## src/rtl/fetch_unit_if.sv

```systemverilog
// Fetch unit bus: ROM port plus consumer-side instruction/redirect handshake.
interface fetch_unit_if #(
  parameter int unsigned PC_W   = 11,
  parameter int unsigned ROM_AW = 8,
  parameter int unsigned CNT_W  = 32
);
  logic              stall;
  logic              redirect;
  logic [PC_W-1:0]   redirect_pc;
  logic [ROM_AW-1:0] rom_addr;
  logic [31:0]       rom_q;
  logic [31:0]       instr;
  logic [PC_W-1:0]   instr_pc;
  logic              instr_valid;
  logic [PC_W-1:0]   pc_plus4;
  logic              halted;
  logic [PC_W-1:0]   halt_pc;
  logic [CNT_W-1:0]  retired;

  modport master (
    input  stall, redirect, redirect_pc, rom_q,
    output rom_addr, instr, instr_pc, instr_valid, pc_plus4, halted, halt_pc, retired
  );

  modport slave (
    output stall, redirect, redirect_pc, rom_q,
    input  rom_addr, instr, instr_pc, instr_valid, pc_plus4, halted, halt_pc, retired
  );
endinterface

```

## src/rtl/fetch_unit.sv

```systemverilog
// Instruction-fetch sequencer: fetch PC, one-deep ROM request tracker,
// zero-bubble redirect, stall, illegal-opcode halt and retired counter.
module fetch_unit #(
  parameter int unsigned PC_W     = 11,
  parameter int unsigned ROM_AW   = 8,
  parameter int unsigned RESET_PC = 0,
  parameter int unsigned EXT_OPS  = 0,
  parameter int unsigned CNT_W    = 32
) (
  input  logic        CLOCK_50,
  input  logic        rst_n,
  fetch_unit_if.master bus
);

  localparam logic [PC_W-1:0] RST_PC    = PC_W'(RESET_PC);
  localparam logic [PC_W-1:0] PC_STEP   = PC_W'(4);
  localparam logic [PC_W-1:0] WORD_MASK = ~PC_W'(3);

  localparam logic RUN  = 1'b0;
  localparam logic HALT = 1'b1;

  logic              state;
  logic              halted;
  logic [PC_W-1:0]   fpc;
  logic [PC_W-1:0]   req_pc;
  logic              req_valid;
  logic [PC_W-1:0]   halt_pc_q;
  logic [CNT_W-1:0]  retired_q;
  logic [PC_W-1:0]   tgt_pc;
  logic [PC_W-1:0]   sel_pc;
  logic              illegal;
  logic              instr_valid;
  logic              accept;
  logic              unused_sel;

  assign halted      = (state == HALT);
  assign tgt_pc      = bus.redirect_pc & WORD_MASK;
  assign instr_valid = req_valid & ~halted & ~illegal;
  assign accept      = instr_valid & ~bus.stall;

  always_comb begin
    illegal = 1'b1;
    case (bus.rom_q[6:0])
      7'b0110011, 7'b0010011, 7'b0100011, 7'b0000011,
      7'b1100011, 7'b1101111, 7'b1100111: illegal = 1'b0;
      7'b0110111, 7'b0010111:             illegal = (EXT_OPS == 0);
      default:                            illegal = 1'b1;
    endcase
  end

  // Reset and halt both pin the ROM address so a stray redirect cannot move it.
  always_comb begin
    sel_pc = fpc;
    if (!rst_n) begin
      sel_pc = RST_PC;
    end else if (!halted) begin
      if (bus.redirect)
        sel_pc = tgt_pc;
      else if (bus.stall && req_valid)
        sel_pc = req_pc;
    end
  end

  assign bus.rom_addr = sel_pc[ROM_AW+1:2];
  assign unused_sel   = ^sel_pc;

  always_ff @(posedge CLOCK_50 or negedge rst_n) begin
    if (!rst_n) begin
      state     <= RUN;
      fpc       <= RST_PC;
      req_pc    <= RST_PC;
      req_valid <= 1'b0;
      halt_pc_q <= '0;
      retired_q <= '0;
    end else if (state == RUN) begin
      if (bus.redirect) begin
        req_pc    <= tgt_pc;
        fpc       <= tgt_pc + PC_STEP;
        req_valid <= 1'b1;
      end else if (!bus.stall) begin
        req_pc    <= fpc;
        fpc       <= fpc + PC_STEP;
        req_valid <= 1'b1;
      end
      if (req_valid && illegal) begin
        state     <= HALT;
        halt_pc_q <= req_pc;
      end
      if (accept)
        retired_q <= retired_q + CNT_W'(1);
    end
  end

  assign bus.instr       = bus.rom_q;
  assign bus.instr_pc    = req_pc;
  assign bus.instr_valid = instr_valid;
  assign bus.pc_plus4    = req_pc + PC_STEP;
  assign bus.halted      = halted;
  assign bus.halt_pc     = halt_pc_q;
  assign bus.retired     = retired_q;

endmodule

```

## src/flat_wrapper.sv

```systemverilog
// flat-port wrapper written by rule: the top's interface ports become plain ports
module fetch_unit_flat 
#(
  parameter int unsigned PC_W     = 11,
  parameter int unsigned ROM_AW   = 8,
  parameter int unsigned RESET_PC = 0,
  parameter int unsigned EXT_OPS  = 0,
  parameter int unsigned CNT_W    = 32
)
  (CLOCK_50, rst_n, bus_stall, bus_redirect, bus_redirect_pc, bus_rom_q, bus_rom_addr, bus_instr, bus_instr_pc, bus_instr_valid, bus_pc_plus4, bus_halted, bus_halt_pc, bus_retired);
  fetch_unit_if #(.PC_W(PC_W), .ROM_AW(ROM_AW), .CNT_W(CNT_W)) bus_i ();
  input  logic CLOCK_50;
  input  logic rst_n;
  input wire logic [$bits(bus_i.stall)-1:0] bus_stall;
  input wire logic [$bits(bus_i.redirect)-1:0] bus_redirect;
  input wire logic [$bits(bus_i.redirect_pc)-1:0] bus_redirect_pc;
  input wire logic [$bits(bus_i.rom_q)-1:0] bus_rom_q;
  output wire logic [$bits(bus_i.rom_addr)-1:0] bus_rom_addr;
  output wire logic [$bits(bus_i.instr)-1:0] bus_instr;
  output wire logic [$bits(bus_i.instr_pc)-1:0] bus_instr_pc;
  output wire logic [$bits(bus_i.instr_valid)-1:0] bus_instr_valid;
  output wire logic [$bits(bus_i.pc_plus4)-1:0] bus_pc_plus4;
  output wire logic [$bits(bus_i.halted)-1:0] bus_halted;
  output wire logic [$bits(bus_i.halt_pc)-1:0] bus_halt_pc;
  output wire logic [$bits(bus_i.retired)-1:0] bus_retired;
  assign bus_i.stall = bus_stall;
  assign bus_i.redirect = bus_redirect;
  assign bus_i.redirect_pc = bus_redirect_pc;
  assign bus_i.rom_q = bus_rom_q;
  assign bus_rom_addr = bus_i.rom_addr;
  assign bus_instr = bus_i.instr;
  assign bus_instr_pc = bus_i.instr_pc;
  assign bus_instr_valid = bus_i.instr_valid;
  assign bus_pc_plus4 = bus_i.pc_plus4;
  assign bus_halted = bus_i.halted;
  assign bus_halt_pc = bus_i.halt_pc;
  assign bus_retired = bus_i.retired;
  fetch_unit #(.PC_W(PC_W), .ROM_AW(ROM_AW), .RESET_PC(RESET_PC), .EXT_OPS(EXT_OPS), .CNT_W(CNT_W)) u_core (.CLOCK_50(CLOCK_50), .rst_n(rst_n), .bus(bus_i));
endmodule
```

## config.mk

```make
export PLATFORM = sky130hd
export DESIGN_NAME = fetch_unit_flat
export DESIGN_NICKNAME = d
export VERILOG_FILES = /design/src/rtl/fetch_unit_if.sv /design/src/rtl/fetch_unit.sv /design/src/flat_wrapper.sv
export SDC_FILE = /design/constraint.sdc
export NUM_CORES = 1
export LEC_CHECK = 0
export BUFFER_PORTS_ARGS = -buffer_cell sky130_fd_sc_hd__buf_2
export CAP_MARGIN = 40
export CORE_MARGIN = 4
export CORE_UTILIZATION = 52
export DETAILED_ROUTE_END_ITERATION = 12
export GPL_TIMING_DRIVEN = 0
export PLACE_DENSITY = 0.95
export SETUP_SLACK_MARGIN = 0.4
export SLEW_MARGIN = 20
export SYNTH_ARGS = -nofsm -noshare
export SYNTH_HDL_FRONTEND = slang
export SYNTH_SLANG_ARGS = --single-unit
export TNS_END_PERCENT = 1
```

## constraint.sdc

```tcl
create_clock -name CLOCK_50 -period 4.9 [get_ports CLOCK_50]
set_clock_uncertainty 0.2 [all_clocks]
set_input_delay 0.735 -clock CLOCK_50 [delete_from_list [all_inputs] [get_ports CLOCK_50]]
set_output_delay 0.735 -clock CLOCK_50 [all_outputs]
set_load 0.05 [all_outputs]
```

# Yosys cells after proc, flatten, opt, wreduce, memory -nomap -nowiden
# Cells that the tools add are included.
[totals] reg_bits=67 latchBits=0 ramBits=0 rom_bits=0 inputBits=47 out_inout_bits=107 elab_cells=42 memories=0
[op_classes] add_sub_neg=4 n_mul=0 div=0 magnitude_cmp=0 n_eq_ne=8 n_shift=0 mux=13 bitwise_logic=5 n_reduce_logical=6
[op_table] operator="$mux W11" count=4
[op_table] operator="$mux W10" count=4
[op_table] operator="$add A11 B3 Y11 const B" count=3
[op_table] operator="$add A32 B1 Y32 const B" count=1
[op_table] operator="$eq A7 B7 Y1 const B" count=3
[op_table] operator="$eq A7 B6 Y1 const B" count=2
[op_table] operator="$eq A7 B2 Y1 const B" count=1
[op_table] operator="$eq A7 B5 Y1 const B" count=1
[op_table] operator="$reduce_or A7 Y1" count=1
[op_table] operator="$reduce_and A2 Y1" count=3
[op_table] operator="$mux W1" count=5
[op_table] operator="$and A1 B1 Y1" count=3
[op_table] operator="$logic_and A1 B1 Y1" count=2
[op_table] operator="$ne A2 B1 Y1 const B" count=1
[op_table] operator="$not A1 Y1" count=2

# Depth between registers and ports, before layout
# Gate-level depths: netlist (run 1).
[depth] word_depth=6 ltp_mapped=9 depth_no_buf=7

# Least setup slack after synthesis (run 1)
# Ideal clock, no wire load.
[synth_timing] path_kind="input -> output" start="input bus_redirect" end="output bus_rom_addr[0]" t_arrival_ns=2.170 slack_ns=1.795 stages=5 cell_sequence="buf_2 -> buf_2 -> nand2_1 -> o221ai_1 -> a21oi_1"
[synth_via] elab_chain_cells=3
[synth_rtl] element="start, declared" line_no="flat_wrapper.sv:15" source="input wire logic [$bits(bus_i.redirect)-1:0] bus_redirect;"
[synth_rtl] element="$mux W10" line_no="fetch_unit.sv:57" source="if (bus.redirect)"
[synth_rtl] element="$mux W10" line_no="fetch_unit.sv:56" source="end else if (!halted) begin"
[synth_rtl] element="$mux W10" line_no="fetch_unit.sv:54" source="if (!rst_n) begin"
[synth_rtl] element="end, declared" line_no="flat_wrapper.sv:18" source="output wire logic [$bits(bus_i.rom_addr)-1:0] bus_rom_addr;"
# No other way between the ends.

# Final worst setup path (run 1)
[layout_timing] start="input rst_n" end="output bus_rom_addr[6]"
[layout_via] elab_chain_cells=1
[layout_rtl] element="start, declared" line_no="flat_wrapper.sv:13" source="input logic rst_n;"
[layout_rtl] element="$mux W10" line_no="fetch_unit.sv:54"
# No other way between the ends.

==> results.json, run 1 <==
{
  "critPathMaxFanout": 60,
  "avgRoutedWirePerCell_um": 16.7,
  "overflow": 0,
  "async_flop_share_pct": 100,
  "finish.net_count": 555,
  "critical_path.cell_chain": "dlygate4sd3_1 > buf_4 > buf_16 > clkbuf_1 > o221ai_1 > a21oi_1 > buf_2",
  "insertedDiodeCount": 0,
  "gpl.final_weighted_congestion": 0.910,
  "drt-initial-drc-count": 228,
  "vias": 3311,
  "critPathRequiredTime_ns": 3.96,
  "port_buffers": 120,
  "area_occupied_by_multi_input_gates_um2": 1700,
  "fmaxAchievable_ghz": 0.268,
  "die-area_um2": 8310,
  "cts_tree": "yes",
  "tritoncts.num_buffers": 9,
  "synth_largest_area_cell": "dfrtp_1",
  "yosysWarnings": 0,
  "drt-pass1-iter-count": 5,
  "critPathSlowestCell": "dlygate4sd3_1",
  "p_leak_nw": 2.41,
  "synth.top_cell.area_share_pct": 42.4,
  "die_h_um": 91.2,
  "finalSetupViolCount": 0,
  "core_ar_um2": 6760,
  "min_period_ns": 3.74,
  "path_clk_slew_ns": 0.07,
  "setup-tns-final_ns": 0,
  "grt_setup_unrepaired": "false",
  "arrival_ns": 2.80,
  "holdCritPathClass": "flop to flop",
  "synth.cell_area_um2": 3600,
  "std_cell_rows": 30,
  "areaGrowthSynthToFinish_pct": 26.7,
  "setup.worst_path.class": "input port to output pin",
  "final_layout_size_suffix_gt1_share_pct": 38.6,
  "postSynthCellCount": 367,
  "maximum_number_of_pins_on_one_net_before_global_route_repair": 63,
  "slew-limit-headroom_pct": 63.4,
  "placement.cell_area_um2": 4320,
  "yosysMostFrequentCell": "dfrtp_1",
  "syn-mean-instance-area_um2": 9.80,
  "vdd.ir_drop.worst_v": 0.000119,
  "clockRootBuffer": "clkbuf_8",
  "setup.worst_path.end_class": "output pin",
  "flops_latches_synth": 61,
  "postCtsSetupRepairBufs": 0,
  "power.total_w": 0.00121,
  "insertion_delay_ns": 0.34,
  "global_route_wire_length_before_repair_um": 16000,
  "grt_antenna_before_repair": 0,
  "cell_area_power_density_nw_per_um2": 266,
  "global_route.usage.total_pct": 23.7,
  "stdcell_area_um2": 4560,
  "initial_utilization_pct": 53.2,
  "totalWireLength_um": 9830,
  "timing.critical_path.from_type": "input port",
  "fillCellCount": 553,
  "max_cap_viol_count": 0,
  "hold_viol": 0,
  "cp_delay_by_family_top": "buffers and inverters",
  "ios": 154,
  "synth_top_flop_cell": "dfrtp_1",
  "drt-vias-per-instance": 5.61,
  "synthTopCellsByArea": "dfrtp_1 (42%), xnor2_1 (9.0%), buf_4 (8.1%)",
  "worst_path_largest_cell_delay_ns": 0.54,
  "drt.antenna.violating_nets": 0,
  "min_period_over_period_pct": 76.3,
  "dp_hpwl_um": 7350,
  "post_synth_most_frequent_cells": "dfrtp_1 (61), buf_4 (39), xnor2_1 (37)",
  "tightestPinTransition_ns": 0.549,
  "cts-htree-levels": 3,
  "cts_max_path_buffers": 2,
  "route.detailed.drc": 0,
  "number_of_library_cell_types_mapped_by_synthesis": 51,
  "outcome": "finished clean",
  "synth_edf_count": 0,
  "layout.area.seq_um2": 1530,
  "timing.final.max_slew_violations": 0,
  "die_width_um": 91.2,
  "critical_path_buf_inv_count": 5,
  "seq_area_frac_synth_pct": 42.4,
  "first_global_vias": 3206,
  "tritoncts_num_sinks": 61
}
## sequential cells by signal, summed over array words and instances, names as in the netlist
name,count
u_core.bus.halted,1
u_core.fpc,9
u_core.bus.halt_pc,9
u_core.bus.instr_pc,9
u_core.req_valid,1
u_core.bus.retired,32
## final cells by class
cell class	count	share of cell area, %
clock inverter	5	1.32
multi-input combinational	250	37.3
clock buffer	11	3.10
tap	80	2.20
inverter	7	0.576
sequential	61	33.5
buffer	54	7.96
timing repair buffer	122	14.1
## layout by cell type (no fill, tap or decap), types with 3 or more instances in the layout
cell,synthesis,layout
ha_1,3,3
nand2b_1,3,3
mux2_2,9,9
mux2_1,3,3
conb_1,1,6
buf_2,4,123
or3_1,7,7
o221ai_1,7,7
nor2_1,8,8
nand4_1,16,16
buf_4,39,40
and3_1,12,12
inv_1,7,7
mux2i_1,7,7
o21ai_0,21,21
nand3_1,18,18
xor2_1,6,6
xnor2_1,37,37
clkbuf_1,7,8
nor2b_1,4,4
and2_1,3,3
nand2_1,31,31
a21oi_1,15,15
dfrtp_1,61,61
and4_1,4,4
clkbuf_8,0,10
## where the power goes
| group | leakage [nW] | switching (W) | total [W] | internal, W |
|---|---|---|---|---|
| clock | 0.0995 | 0.000208 | 0.000458 | 0.000250 |
| combinational | 1.49 | 0.000165 | 0.000231 | 0.0000661 |
| sequential | 0.816 | 0.0000139 | 0.000525 | 0.000511 |
## logic make-up after synthesis
| kind of cell | synth area share (%) |
|---|---|
| buffers and inverters | 10.8 |
| xor gates and xnor gates | 10.5 |
| AOI/OAI and AO/OA | 10.5 |
| muxes | 5.70 |
| DFF | 42.4 |
| adders and majority gates | 1.04 |
| other | 0.104 |
| and+or+nand+nor | 19.0 |
## metal layers
| metal | wire length [µm] | vias to the layer above | GRT usage [%] |
|---|---|---|---|
| li1 | - | 1540 | - |
| met1 | 4110 | 1615 | 30.8 |
| met2 | 4900 | 138 | 39.1 |
| met3 | 607 | 18 | 4.06 |
| met4 | 209 | 0 | 9.55 |
| met5 | 0 | - | 0 |
## worst paths after layout
check	startpoint	endpoint	slack, ns	cells after the start
min in group asynchronous	rst_n	u_core.bus.retired[18]	0.54	2
max in group asynchronous	rst_n	u_core.bus.instr_pc[10]	3.47	3
hold / removal	u_core.bus.retired[31]	u_core.bus.retired[31]	0.28	1
setup reg to reg	u_core.bus.halted	u_core.bus.retired[26]	2.69	6
hold reg to reg	u_core.bus.retired[31]	u_core.bus.retired[31]	0.28	1
setup / recovery	rst_n	bus_rom_addr[6]	1.16	7
## through the flow
stage / worst slack [ns] / cells / utilization, % / hold WS [ns]
detailed placement: 1.49 / 572 / 63.9 / 0.275
CTS: 1.47 / 588 / 66.9 / 0.287
finish: 1.16 / 590 / 67.5 / 0.282
global route: 1.06 / 590 / 67.5 / 0.308
floorplan: 1.80 / 372 / - / 0.239
global placement: 1.08 / 572 / 63.9 / 0.254
## timing repair
item / in CTS / in global routing
hold buffers: 0 / 1
endpoints found under the hold margin: 0 / 2
resized for setup: 0 / 0
Note: power is estimated with default switching activity, not from simulation.
==> run 2, diff against run 1 <==
--- a/config.mk
+++ b/config.mk
@@ -8,10 +8,10 @@
 export BUFFER_PORTS_ARGS = -buffer_cell sky130_fd_sc_hd__buf_2
 export CAP_MARGIN = 40
 export CORE_MARGIN = 4
-export CORE_UTILIZATION = 52
+export CORE_UTILIZATION = 44
 export DETAILED_ROUTE_END_ITERATION = 12
 export GPL_TIMING_DRIVEN = 0
-export PLACE_DENSITY = 0.95
+export PLACE_DENSITY = 0.9
 export SETUP_SLACK_MARGIN = 0.4
 export SLEW_MARGIN = 20
 export SYNTH_ARGS = -nofsm -noshare
==> constraint.sdc (replaced) <==
create_clock -name CLOCK_50 -period 3.4 [get_ports CLOCK_50]
set_clock_uncertainty 0.2 [all_clocks]
set_input_delay 0.51 -clock CLOCK_50 [delete_from_list [all_inputs] [get_ports CLOCK_50]]
set_output_delay 0.51 -clock CLOCK_50 [all_outputs]
set_load 0.05 [all_outputs]
==> results.json, run 2 (synthesized netlist as in run 1, its figures left out) <==
{
  "outcome": "finished clean",
  "holdCritPathClass": "input port to asynchronous set/reset pin",
  "sw_frac_of_total_pct": 29.8,
  "global_route_wire_length_before_repair_um": 15600,
  "tritoncts.num_buffers": 9,
  "power.share.sequential_pct": 41.8,
  "p_int_w": 0.00127,
  "min_period_over_period_pct": 80.6,
  "mostFrequentLayoutCell": "buf_2",
  "placed_cells": 594,
  "totalWireLength_um": 9800,
  "p_clk_share_pct": 39.6,
  "overflow": 0,
  "slew-limit-headroom_pct": 60.0,
  "global_route.usage.total_pct": 19.6,
  "layout.cells.most_common_list": "buf_2 (123), dfrtp_1 (61), buf_4 (40)",
  "power.total_w": 0.00181,
  "vias": 3294,
  "critPathSlowestCell": "nand2_1",
  "core_ar_um2": 7850,
  "detail_route.wirelength.met1_um": 3910,
  "final_layout_size_suffix_gt1_share_pct": 38.4,
  "clockRootBuffer": "clkbuf_8",
  "first_global_vias": 3132,
  "drt-vias-per-instance": 5.37,
  "cts-htree-levels": 3,
  "finalNonFillerCells": 613,
  "p_leak_nw": 2.43,
  "hold_viol": 0,
  "ios": 154,
  "cts_max_path_buffers": 2,
  "placement.cell_area_um2": 4350,
  "critPathRequiredTime_ns": 2.69,
  "setup.worst_path.class": "input port to output pin",
  "port_buffers": 120,
  "hold-worst-slack_ns": 0.0783,
  "route.detailed.drc": 0,
  "critPathMaxFanout": 10,
  "cp_delay_by_family_top": "buffers and inverters",
  "tritoncts_num_sinks": 61,
  "largest_register_ffs": 32,
  "die-area_um2": 9690,
  "areaGrowthSynthToFinish_pct": 28.7,
  "die_h_um": 98.4,
  "vdd.ir_drop.worst_v": 0.000162,
  "maximum_number_of_pins_on_one_net_before_global_route_repair": 63,
  "top_layer_used": "met4",
  "initial_utilization_pct": 45.8,
  "worst_path_largest_cell_delay_ns": 0.28,
  "drt-pass1-iter-count": 5,
  "fmaxAchievable_ghz": 0.365,
  "drt-initial-drc-count": 355,
  "postCtsSetupRepairBufs": 0,
  "grt_setup_unrepaired": "false",
  "stdcell_area_um2": 4630,
  "timing.critical_path.from_type": "input port",
  "gpl.final_weighted_congestion": 0.958,
  "insertedDiodeCount": 0,
  "finalSetupViolCount": 0,
  "finish.net_count": 556,
  "min_period_ns": 2.74,
  "tightestPinTransition_ns": 0.600,
  "drt.antenna.violating_nets": 0,
  "std_cell_rows": 32,
  "setup-tns-final_ns": 0,
  "arrival_ns": 2.03,
  "max_cap_viol_count": 0,
  "power.combinational.fraction_pct": 18.6,
  "dp_hpwl_um": 7310,
  "insertion_delay_ns": 0.34,
  "critical_path.cell_chain": "buf_2 > buf_2 > buf_2 > nand2_1 > o221ai_1 > a21oi_1 > buf_2",
  "critPathMostFrequentCell": "buf_2",
  "setup.worst_path.end_class": "output pin",
  "total_switching_power_w": 0.000540,
  "timing.final.max_slew_violations": 0,
  "routed-wl-met2_um": 4770,
  "critical_path_buf_inv_count": 4,
  "cell_area_power_density_nw_per_um2": 391,
  "die_width_um": 98.4,
  "cts_tree": "yes",
  "routed-wl-met3_um": 955,
  "grt_antenna_before_repair": 0,
  "path_clk_slew_ns": 0.07,
  "avgRoutedWirePerCell_um": 16.0
}
-- run 2: cell types whose count changed in the layout (fill, tap and decap cells not counted) --
| cell | change |
|---|---|
| clkbuf_1 | +2 |
| bufinv_16 | +1 |
| buf_16 | +1 |
| clkinvlp_4 | -1 |
| clkinv_2 | -1 |
| clkinv_4 | -1 |
-- run 2: path summary, 6_finish.rpt --
kind / startpoint / endpoint / slack (ns) / cells past startpoint
setup / recovery: bus_redirect / bus_rom_addr[2] / 0.66 / 7
hold / removal: rst_n / u_core.bus.retired[7] / 0.08 / 3
setup reg to reg: u_core.bus.retired[6] / u_core.bus.retired[28] / 1.22 / 7
hold reg to reg: u_core.bus.retired[31] / u_core.bus.retired[31] / 0.27 / 1
max in group asynchronous: rst_n / u_core.bus.retired[10] / 2.42 / 2
min in group CLOCK_50: u_core.bus.retired[31] / u_core.bus.retired[31] / 0.27 / 1
-- run 2: metal layers --
layer  track usage (%)  vias up
li1                  -     1535
met1              25.0     1552
met2              32.1      186
met3              5.94       21
met4              6.09        0
met5                 0        -
-- run 2: power groups by stage --
| stage | registers (W) | clock network [W] | logic [W] |
|---|---|---|---|
| after floorplan | 0.000789 | 0 | 0.000220 |
| after detailed placement | 0.000770 | 0 | 0.000327 |
| final | 0.000757 | 0.000717 | 0.000337 |
| after global routing | 0.000759 | 0.000768 | 0.000356 |
| after global placement | 0.000769 | 0 | 0.000324 |
| after CTS | 0.000756 | 0.000734 | 0.000328 |
-- run 2: area by class of cell --
type	instances	area (µm²)
Multi-Input combinational cell	250	1700
Timing Repair Buffer	123	668
Buffer	54	363
Tap cell	102	128
Fill cell	677	3220
Inverter	7	26.3
Clock inverter	3	68.8
Sequential cell	61	1530
Clock buffer	13	149
-- run 2: per-stage QoR --
step	setup slack (ns)	util, %
2_1_floorplan	0.599	-
3_3_place_gp	0.139	55.4
3_5_place_dp	0.536	55.4
4_1_cts	0.530	58.2
5_1_grt	0.556	59.0
6_report	0.659	59.0
-- run 2: tightest hold or removal path, delay by kind of cell --
kind | cells | cell delay (ns)
buffers and inverters | 3 | 0.48
-- run 2: timing repair --
item / 4_1_cts / 5_1_grt
hold buffers: 0 / 2
resized for setup: 0 / 0
endpoints found under the hold margin: 0 / 5
